==> src/rtl/mha_fxp_pkg.sv <==
// Shared Q2.13 fixed-point definitions for the forward and backward softmax blocks.
package mha_fxp_pkg;

  localparam int FRAC_W = 13;
  localparam int D_W    = 16;

  localparam logic signed [63:0] SAT_MAX = (64'sd1 <<< (D_W - 1)) - 64'sd1;
  localparam logic signed [63:0] SAT_MIN = -(64'sd1 <<< (D_W - 1));

  typedef enum logic [2:0] {
    IDLE,
    DOT,
    SCALE,
    DONE,
    HOLD
  } state_t;

  // Callers sign-extend any narrower intermediate to 64 bits before clamping.
  function automatic logic signed [D_W-1:0] sat(input logic signed [63:0] v);
    logic signed [63:0] c;
    if (v > SAT_MAX) c = SAT_MAX;
    else if (v < SAT_MIN) c = SAT_MIN;
    else c = v;
    return c[D_W-1:0];
  endfunction

endpackage

==> src/rtl/fxp_mul_q13.sv <==
// Single signed D_W x (D_W+1) multiplier; scaling and saturation are left to the caller.
module fxp_mul_q13 #(
  parameter int D_W = 16
) (
  input  logic signed [D_W-1:0]   a,
  input  logic signed [D_W:0]     b,
  output logic signed [2*D_W:0]   p
);

  assign p = (2*D_W+1)'(a) * (2*D_W+1)'(b);

endmodule

==> src/rtl/softmax_bwd.sv <==
// Softmax backward pass: dx_i = y_i * (dy_i - sum_j y_j*dy_j), one shared multiplier.
//
// state | meaning
// IDLE  | waiting for start; latches Y/DY and clears acc when start is seen
// DOT   | accumulate y[cnt]*dy[cnt] over DIM cycles
// SCALE | write dx[cnt] = sat((y[cnt]*(dy[cnt]-s)) >>> 13) over DIM cycles
// DONE  | O_VLD pulse
// HOLD  | result held until start drops
module softmax_bwd #(
  parameter int D_W = 16,
  parameter int DIM = 4
) (
  input  logic               I_CLK,
  input  logic               I_RST_N,
  input  logic               I_START,
  input  logic [D_W*DIM-1:0] I_Y,
  input  logic [D_W*DIM-1:0] I_DY,
  output logic               O_VLD,
  output logic [D_W*DIM-1:0] O_DATA
);
  import mha_fxp_pkg::*;

  localparam int CNT_W  = $clog2(DIM);
  localparam int ACC_W  = 2*D_W + CNT_W;
  localparam int PROD_W = 2*D_W + 1;
  localparam logic [CNT_W-1:0] LAST = CNT_W'(DIM - 1);

  state_t                  state, state_nxt;
  logic [CNT_W-1:0]        cnt;
  logic signed [D_W-1:0]   y_r  [DIM];
  logic signed [D_W-1:0]   dy_r [DIM];
  logic signed [ACC_W-1:0] acc;
  logic [D_W*DIM-1:0]      data_q;

  logic signed [D_W-1:0]    y_cur, dy_cur, s, dx;
  logic signed [D_W:0]      diff, mul_b;
  logic signed [PROD_W-1:0] mul_p;

  assign y_cur  = y_r[cnt];
  assign dy_cur = dy_r[cnt];

  // acc is frozen through SCALE, so s can be derived combinationally.
  assign s     = sat(64'(acc >>> FRAC_W));
  assign diff  = (D_W+1)'(dy_cur) - (D_W+1)'(s);
  assign mul_b = (state == SCALE) ? diff : (D_W+1)'(dy_cur);
  assign dx    = sat(64'(mul_p >>> FRAC_W));

  fxp_mul_q13 #(.D_W(D_W)) u_mul (
    .a(y_cur),
    .b(mul_b),
    .p(mul_p)
  );

  always_comb begin
    state_nxt = state;
    case (state)
      IDLE:    if (I_START) state_nxt = DOT;
      DOT: begin
        if (!I_START)         state_nxt = IDLE;
        else if (cnt == LAST) state_nxt = SCALE;
      end
      SCALE: begin
        if (!I_START)         state_nxt = IDLE;
        else if (cnt == LAST) state_nxt = DONE;
      end
      DONE:    state_nxt = HOLD;
      HOLD:    if (!I_START) state_nxt = IDLE;
      default: state_nxt = IDLE;
    endcase
  end

  always_ff @(posedge I_CLK or negedge I_RST_N) begin
    if (!I_RST_N) begin
      state  <= IDLE;
      cnt    <= '0;
      acc    <= '0;
      data_q <= '0;
      y_r    <= '{default: '0};
      dy_r   <= '{default: '0};
    end else begin
      state <= state_nxt;
      case (state)
        IDLE: begin
          if (I_START) begin
            for (int k = 0; k < DIM; k++) begin
              y_r[k]  <= I_Y[k*D_W +: D_W];
              dy_r[k] <= I_DY[k*D_W +: D_W];
            end
            acc <= '0;
            cnt <= '0;
          end
        end
        DOT: begin
          if (I_START) begin
            acc <= acc + ACC_W'(mul_p);
            cnt <= (cnt == LAST) ? '0 : cnt + 1'b1;
          end
        end
        SCALE: begin
          if (I_START) begin
            data_q[int'(cnt)*D_W +: D_W] <= dx;
            cnt <= (cnt == LAST) ? '0 : cnt + 1'b1;
          end
        end
        default: ;
      endcase
    end
  end

  assign O_VLD  = (state == DONE);
  assign O_DATA = data_q;

endmodule

==> config.mk <==
export PLATFORM = sky130hd
export DESIGN_NAME = softmax_bwd
export DESIGN_NICKNAME = d
export VERILOG_FILES = /design/src/rtl/mha_fxp_pkg.sv /design/src/rtl/fxp_mul_q13.sv /design/src/rtl/softmax_bwd.sv
export SDC_FILE = /design/constraint.sdc
export NUM_CORES = 1
export LEC_CHECK = 0
export CORE_ASPECT_RATIO = 0.9
export CORE_MARGIN = 10
export CORE_UTILIZATION = 50
export CTS_BUF_LIST = sky130_fd_sc_hd__clkbuf_8
export CTS_CLUSTER_DIAMETER = 30
export DETAILED_ROUTE_END_ITERATION = 16
export GPL_TIMING_DRIVEN = 0
export PLACE_DENSITY = 0.68
export REMOVE_ABC_BUFFERS = 1
export SETUP_SLACK_MARGIN = 0.1
export SLEW_MARGIN = 40
export SYNTH_ARGS = -nofsm -noshare
export SYNTH_HDL_FRONTEND = slang
export SYNTH_SLANG_ARGS = --single-unit
==> constraint.sdc <==
create_clock -name I_CLK -period 16.7 [get_ports I_CLK]
set_input_delay 2.505 -clock I_CLK [delete_from_list [all_inputs] [get_ports I_CLK]]
set_output_delay 2.505 -clock I_CLK [all_outputs]
set_load 0.05 [all_outputs]
==> impl_metrics.toml <==
[run_status]
status = "completed"

[final_layout]
multi_input_area_um2 = 15300
fin_nets = 3006
drive_above_1_share_pct = 14.5
seq_area_um2 = 5790
antennaDiodeCount = 0
fillers = 3799
areaGrowthSynthToFinish_pct = 18.0

[setup_path]
cp-start-kind = "register"
cp_top_family = "adder cells"
cpMaxStageDelayCell = "dfrtp_4"
crit_type = "register to register"
path_common_cell = "fa_1"
cp.arrival_ps = 12750
end_kind = "register"
crit_path_max_fanout = 23
path_buf_inv = 6
max_stage_delay_ps = 700
critical_path_required_ps = 17270

[cts]
cts_buffers = 53
insertion_delay_ps = 660
ctsHoldBuffers = 0
cts_sinks = 231
cts_setup_buffers = 0
htree_levels = 2
ctsResizeCount = 0
max-clock-path-buffers = 3
cts_tree = "yes"
cts_root_buf = "clkbuf_8"
clk_pin_slew_ps = 60

[timing]
clock_skew_ps = 49.5
min_period_ps = 12180
fmax_mhz = 82.1
hold_viol_final = 0
drv_slew = 0
setup_viol = 0
fin_crit_sh_pct = 72.9
fin_hold_ws_ps = 475
rsz0062_at_grt = "no"
worstMarginPinSlew_ps = 897
relSlewSlack_pct = 40.2

[synth]
ys_types = 74
synthArstFlopShare_pct = 100
yosysTopAreaCell = "dfrtp_1"
synth_top_area_share_pct = 25.6
synth.area.top_cells = "dfrtp_1, fa_1, ha_1"
synth_seq_cells = 231
synth_area_per_cell_um2 = 9.98
yosysMostFrequentCell = "inv_1"
synth_common_cells = "inv_1, fa_1, nand2_1, dfrtp_1, nor2_1"
synth_seq_area_share_pct = 25.6
synthFlopType = "dfrtp_1"
synth_cells = 2259
syn_area_um2 = 22500
synth_edf_count = 0
ys_warn_count = 0

[route]
drt_first_pass_iters = 5
via_per_inst = 5.41
vias = 16756
drc = 0
routed_wl_um = 60700
wl_per_cell_um = 19.6
final_antenna_net_count = 0
drt_iter0_markers = 1044

[floorplanning]
die_area_um2 = 54000
fp.dieH_um = 221
io_pins = 196
core-area_um2 = 44400
initial_core_util_pct = 50.8
num_rows = 73
die_x_um = 244

[run]
drv_cap = 0

[grt]
grt_first_pass_wirelength_um = 101000
grt_overflow = 0
grt_pass1_vias = 18767
grt_usage_pct = 23.2
antenna_found_initial = 0
grt_max_degree = 69

[place]
port_buffers = 195
gp_congestion = 0.920
dp.final_hpwl_um = 48500

[worst_hold_path]
hp-class = "register to register"
[cells by family after synthesis]
family / Yosys count / synth area share, %
buffers and inverters: 425 / 7.29
xor gates and xnor gates: 76 / 3.10
AOI/OAI and AO/OA: 344 / 9.95
adders and majority gates: 417 / 32.4
and+or+nand+nor: 581 / 11.4
muxes: 185 / 10.2
DFF: 231 / 25.6
[routing by layer]
metal  vias to the layer above  GRT usage [%]  share of wire [%]  wire length [µm]
li1                       7719              -                  -                 -
met1                      8454           30.9                 44             26900
met2                       502           37.5                 47             28800
met3                        81           4.97                6.0              3610
met4                         0           6.48                2.3              1380
met5                         -              0                  0                 0
[cell usage in the layout, fill, tap and decap left out, drive strengths merged, types with 18 or more instances in the layout]
cell | synthesis | layout
a21o | 29 | 29
a21oi | 81 | 81
buf | 18 | 27
clkbuf | 59 | 63
clkdlybuf4s50 | 0 | 194
dfrtp | 231 | 231
fa | 278 | 278
ha | 139 | 139
inv | 348 | 356
mux2 | 141 | 141
mux2i | 23 | 23
mux4 | 21 | 21
nand2 | 260 | 260
nand2b | 39 | 39
nor2 | 169 | 169
nor2b | 25 | 25
o21ai | 126 | 126
or2 | 18 | 18
xnor2 | 48 | 48
xor2 | 28 | 28
[tightest hold or removal path, stage by stage, from the launching register on]
cell and delay, ps:
dfrtp_1 340, nand2_1 50, nand2_1 50
[stage by stage]
stage / util [%] / TNS (ps) / instance area, µm² / setup WS (ps) / instances
after floorplan: - / 0 / 22200 / 4280 / 2182
after global placement: 56.1 / -28270 / 24900 / -275 / 2977
after detailed placement: 57.2 / 0 / 25400 / 4630 / 3003
after CTS: 59.8 / 0 / 26500 / 4570 / 3099
after global routing: 59.9 / 0 / 26600 / 3830 / 3099
final: 59.9 / 0 / 26600 / 4520 / 3099
[worst paths after layout]
check / startpoint / depth (start not counted) / endpoint / slack [ps]
hold reg to reg: acc[0] / 2 / acc[0] / 470
setup / recovery: cnt[0] / 43 / acc[33] / 4520
hold / removal: acc[0] / 2 / acc[0] / 470
min in group asynchronous: I_RST_N / 1 / y_r[55] / 1750
max in group asynchronous: I_RST_N / 3 / acc[2] / 13930
setup reg to reg: cnt[0] / 43 / acc[33] / 4520
[cell type report]
cell class                 instances  area share [%]
tap                              600            2.82
timing repair buffer             221            8.44
sequential                       231            21.8
inverter                         348            4.91
clock inverter                    33            1.14
clock buffer                      63            3.26
multi-input combinational       1603            57.7
[flip-flops by register name, summed over array words and instances (netlist names)]
register and count:
state 3, cnt 2, O_DATA 64, dy_r 64, acc 34, y_r 64
Power is not shown: default switching activity piles up to over one toggle a cycle in this logic, so the estimate is an artifact.
==> edit 1 (same flow settings) <==
Put one more register stage on the output `O_DATA`, cleared by the reset. The value now appears one clock later. The other outputs are not delayed to match.
--- a/src/rtl/softmax_bwd.sv
+++ b/src/rtl/softmax_bwd.sv
@@ -110,3 +110,9 @@
   assign O_VLD  = (state == DONE);
-  assign O_DATA = data_q;
+  always_ff @(posedge I_CLK or negedge I_RST_N) begin
+    if (!I_RST_N) begin
+      O_DATA <= '0;
+    end else begin
+      O_DATA <= data_q;
+    end
+  end
 
Behaviour: no difference found for any inputs over 4 cycles, from zero or initial values and one cycle with I_RST_N low; that may be too few to reach the edited logic, so the function may still have changed.
==> edit 1 against the original RTL <==
Synthesized cell count up 3.6%; wire length down 0.22%; sequential share of layout area up 3.9 points; utilization up 0.14 points; via count up 4.0%; cell area up 8.2%; sequential cell count up 64; area after synthesis up 7.6%; first-iteration DRC count up 4.6%; worst setup slack worse by 0.93 ns; maximum frequency down 7.1%; critical path type unchanged.
Power is left out: the tool's default activity adds up to more than one toggle a clock period on the data nets, which glitch-free logic cannot reach.
==> edit 1: results (changes against the original RTL) <==
cells_and_area:
  drive_gt1_share_pct: 14.7  # +0.20 points
  final_cells: 3239  # +4.5%
  multi_input_area_um2: 15400  # +0.40%
  fill_cells: 3960  # +4.2%
  nNetsFinal: 3111  # +3.5%
routing:
  via_per_inst: 5.38  # -0.54%
  totalWireLength_um: 60500  # -0.22%
  drt_iter0_drc: 1092  # +4.6%
  firstDrtPassIters: 5  # unchanged
  wl_met1_um: 26700  # -0.58%
  met2_length_um: 28100  # -2.3%
  wl_met3_um: 4510  # +25%
  highest-signal-layer: "met4"
synth:
  seq_area_frac_synth_pct: 30.4  # +4.8 points
  ys_top_cells_by_count: "inv_1 (359), dfrtp_1 (295), fa_1 (278)"
  ys_types: 71  # -4.1%
  synthTopCellsByArea: "dfrtp_1 (30%), fa_1 (23%), ha_1 (7.2%), mux2_2 (6.5%), inv_1 (5.6%)"
  ys.flop_type: "dfrtp_1"
  syn_avg_cell_area_um2: 10.4  # +3.8%
  async_reset_ff_share_pct: 100  # unchanged
clocking:
  cts_resized: 0  # unchanged
  clk_pin_slew_ns: 0.06  # about the same
  htreeDepth: 3  # +1
  cts_buffers: 67  # +26%
  cts_setup_buffers: 0  # unchanged
placed_design:
  post-dp-hpwl_um: 48300  # -0.52%
  dpl_cell_area_um2: 27200  # +7.1%
  pre_cts_ws_ns: 3.75  # -0.874 ns
  io_buffers: 195  # unchanged
  place.gp.congestion: 0.918  # -0.23%
  dp.cells: 3118  # +3.8%
hold_path:
  min_path_cells: 0  # -2
  hold_start: "data_q[7]"
  min_to: "O_DATA[7]"
critical_path:
  rr_endpoint: "acc[33]"
  end_kind: "register"
  slowest_stage: "dfrtp_4"
  r2r_cells: 41  # -4.7%
  critPathMaxFanout: 26  # +13%
  reg2reg_slack_ns: 3.59  # -0.93 ns
  arrival_ns: 13.68  # +0.93 ns
  slowest_delay_ns: 0.63  # -0.07 ns
global_route:
  grt_pass1_vias: 18700  # -0.36%
  grtUsageTotal_pct: 21.5  # -1.7 points
  antenna_found_initial: 2  # +2
  grt_first_pass_wirelength_um: 98900  # -2.3%
  grt_max_degree: 78  # +13%
sta:
  slew_headroom_pct: 44.2  # +4.0 points
  whs_ns: 0.368  # -0.107 ns
  finClkSkew_ns: 0.0415  # -0.00799 ns
  period_minus_slack_ns: 13.11  # +0.932 ns
outcome:
  status: "finished clean"
-- edit 1: cell types whose count changed after synthesis, moves of 6 or more --
| cell | delta |
|---|---|
| a21oi_1 | -7 |
| buf_2 | -7 |
| dfrtp_1 | +64 |
| inv_1 | +12 |
| nand2_1 | -8 |
| nand3_1 | +8 |
| nor2_1 | -19 |
| nor2_4 | +9 |
| nor2b_1 | +9 |
| o21ai_0 | +37 |
| o21ai_1 | -22 |
| or3_1 | +6 |
-- edit 1: cell type report --
class                           count  share of cell area [%]
Multi-Input combinational cell   1614                    53.5
Sequential cell                   295                    25.7
Timing Repair Buffer              226                    8.00
Inverter                          359                    4.68
Clock buffer                       80                    3.83
Tap cell                          624                    2.71
Clock inverter                     40                    1.60
Antenna cell                        1                 0.00870
-- edit 1: worst max-delay path: cells and delay by family (launching register included) --
| kind | cells | cell delay [ns] |
|---|---|---|
| buf+inv | 4 | 0.40 |
| xor+xnor | 1 | 0.44 |
| mux | 2 | 1.23 |
| simple gates | 11 | 3.00 |
| flops | 1 | 0.63 |
| fa+ha+maj | 9 | 3.94 |
| compound gates | 14 | 3.33 |
-- edit 1: metal layers --
metal  vias up  global-route usage (%)
met2       565                    34.5
li1       8063                       -
met4         0                    5.87
met1      8706                    28.4
met3        85                    5.38
met5         -                       0
-- edit 1: cells by family after synthesis --
| logic type | share of synthesized area (%) |
|---|---|
| multiplexers | 9.45 |
| buffers and inverters | 6.86 |
| XOR/XNOR | 2.60 |
| AND/OR/NAND/NOR | 11.4 |
| flip-flops | 30.4 |
| adder cells (fa/ha/maj) | 30.1 |
| AO/OA/AOI/OAI | 9.11 |
==> edit 2 (same flow settings) <==
Made on the original files. Change the parameter `DIM` from 4 to 2.
--- a/src/rtl/softmax_bwd.sv
+++ b/src/rtl/softmax_bwd.sv
@@ -10,3 +10,3 @@
   parameter int D_W = 16,
-  parameter int DIM = 4
+  parameter int DIM = 2
 ) (
Ports: changed (resized I_DY, I_Y and O_DATA); port bits go from 196 to 100. No check against the original RTL was run, so the function may have changed too.
==> edit 2 against the original RTL <==
Worst hold slack improved by 0.010 ns; critical endpoint is now acc[32]; area after synthesis is 19% lower; clock skew is 0.030 ns lower; sequential cell count fell by 98; wire length shrank 23%; highest routed layer is now met5; worst setup slack got worse by 0.28 ns; cell area fell by 23%; global-route usage decreased by 1.3 points; synthesized cell count is 13% lower; non-clock buffer count shrank 103.
Power is not shown: default switching activity piles up to over one toggle a cycle in this logic, so the estimate is an artifact.
==> edit 2: results (changes against the original RTL) <==
synth:
  seq_area_frac_synth_pct: 18.3  # -7.3 points
  ys_top_cells_by_count: "inv_1 (350), fa_1 (278), nand2_1 (214)"
  syn_avg_cell_area_um2: 9.26  # -7.2%
  ys_types: 71  # -4.1%
  synthTopCellsByArea: "fa_1 (31%), dfrtp_1 (18%), ha_1 (9.1%), inv_1 (7.2%), mux2_2 (5.2%)"
cells_and_area:
  fill_cells: 3252  # -14%
  fin_area_um2: 20400  # -23%
  final_cells: 2535  # -18%
  drive_gt1_share_pct: 8.94  # -5.6 points
sta:
  finClkSkew_ns: 0.0199  # -0.0297 ns
  slew_headroom_pct: 45.1  # +4.9 points
  whs_ns: 0.485  # +0.0104 ns
critical_path:
  r2r_start: "cnt"
  r2r_cells: 43  # unchanged
  rr_endpoint: "acc[32]"
  critPathMaxFanout: 29  # +26%
  arrival_ns: 12.91  # +0.16 ns
  reg2reg_slack_ns: 4.24  # -0.28 ns
  crit_family: "adder cells"
routing:
  wl_met3_um: 3000  # -17%
  vias: 14000  # -16%
  drt_iter0_drc: 869  # -17%
  wl_met1_um: 20700  # -23%
  highest-signal-layer: "met5"
  met2_length_um: 22400  # -22%
placed_design:
  io_buffers: 99  # -49%
  post-dp-hpwl_um: 38200  # -21%
  place.gp.congestion: 0.923  # +0.30%
  dpl_cell_area_um2: 20000  # -21%
  pre_cts_ws_ns: 4.36  # -0.265 ns
clocking:
  clk_pin_slew_ns: 0.08  # +0.02 ns
  ctsLongestPathBuffers: 2  # -1
  clk_latency_ns: 0.53  # -0.13 ns
  cts_buffers: 17  # -68%
  htreeDepth: 4  # +2
hold_path:
  hold_start: "O_DATA[21]"
  min_to: "O_DATA[21]"
global_route:
  grt_util_met2_pct: 35.0  # -2.5 points
  grt_max_degree: 53  # -23%
  grtUsageMet1_pct: 29.3  # -1.6 points
  met3_usage_pct: 4.40  # -0.58 points
  grt_first_pass_wirelength_um: 78400  # -23%
  grt_pass1_vias: 14700  # -22%
  antenna_found_initial: 1  # +1
outcome:
  status: "finished clean"
[edit 2: cell types whose count changed in the layout (fill, tap and decap cells not counted), moves of 10 or more]
cell             unedited run  this run
a21oi_1                    78        67
o31ai_1                    12         1
clkinv_2                   14         1
nor2_1                    166       181
o21ai_0                    49        93
nor2b_1                    25        15
clkbuf_8                   63        17
mux2_2                    141        84
o21ai_1                    53         2
mux4_2                     21         0
clkdlybuf4s50_1           194        98
nand2_1                   259       214
dfrtp_1                   229       132
o21ai_2                    17         4
[edit 2: cell families after synthesis]
kind of cell             synth area share, %
AO/OA/AOI/OAI                           10.9
multiplexers                            6.77
flip-flops                              18.3
buffers and inverters                   8.36
adder cells (fa/ha/maj)                 39.7
AND/OR/NAND/NOR                         12.5
XOR/XNOR                                3.51
[edit 2: area by class of cell]
type                       instances  share of cell area [%]
sequential                       133                    16.3
clock buffer                      17                    1.14
clock inverter                    15                   0.992
tap                              476                    2.91
inverter                         350                    6.43
multi-input combinational       1426                    66.2
timing repair buffer             118                    6.05
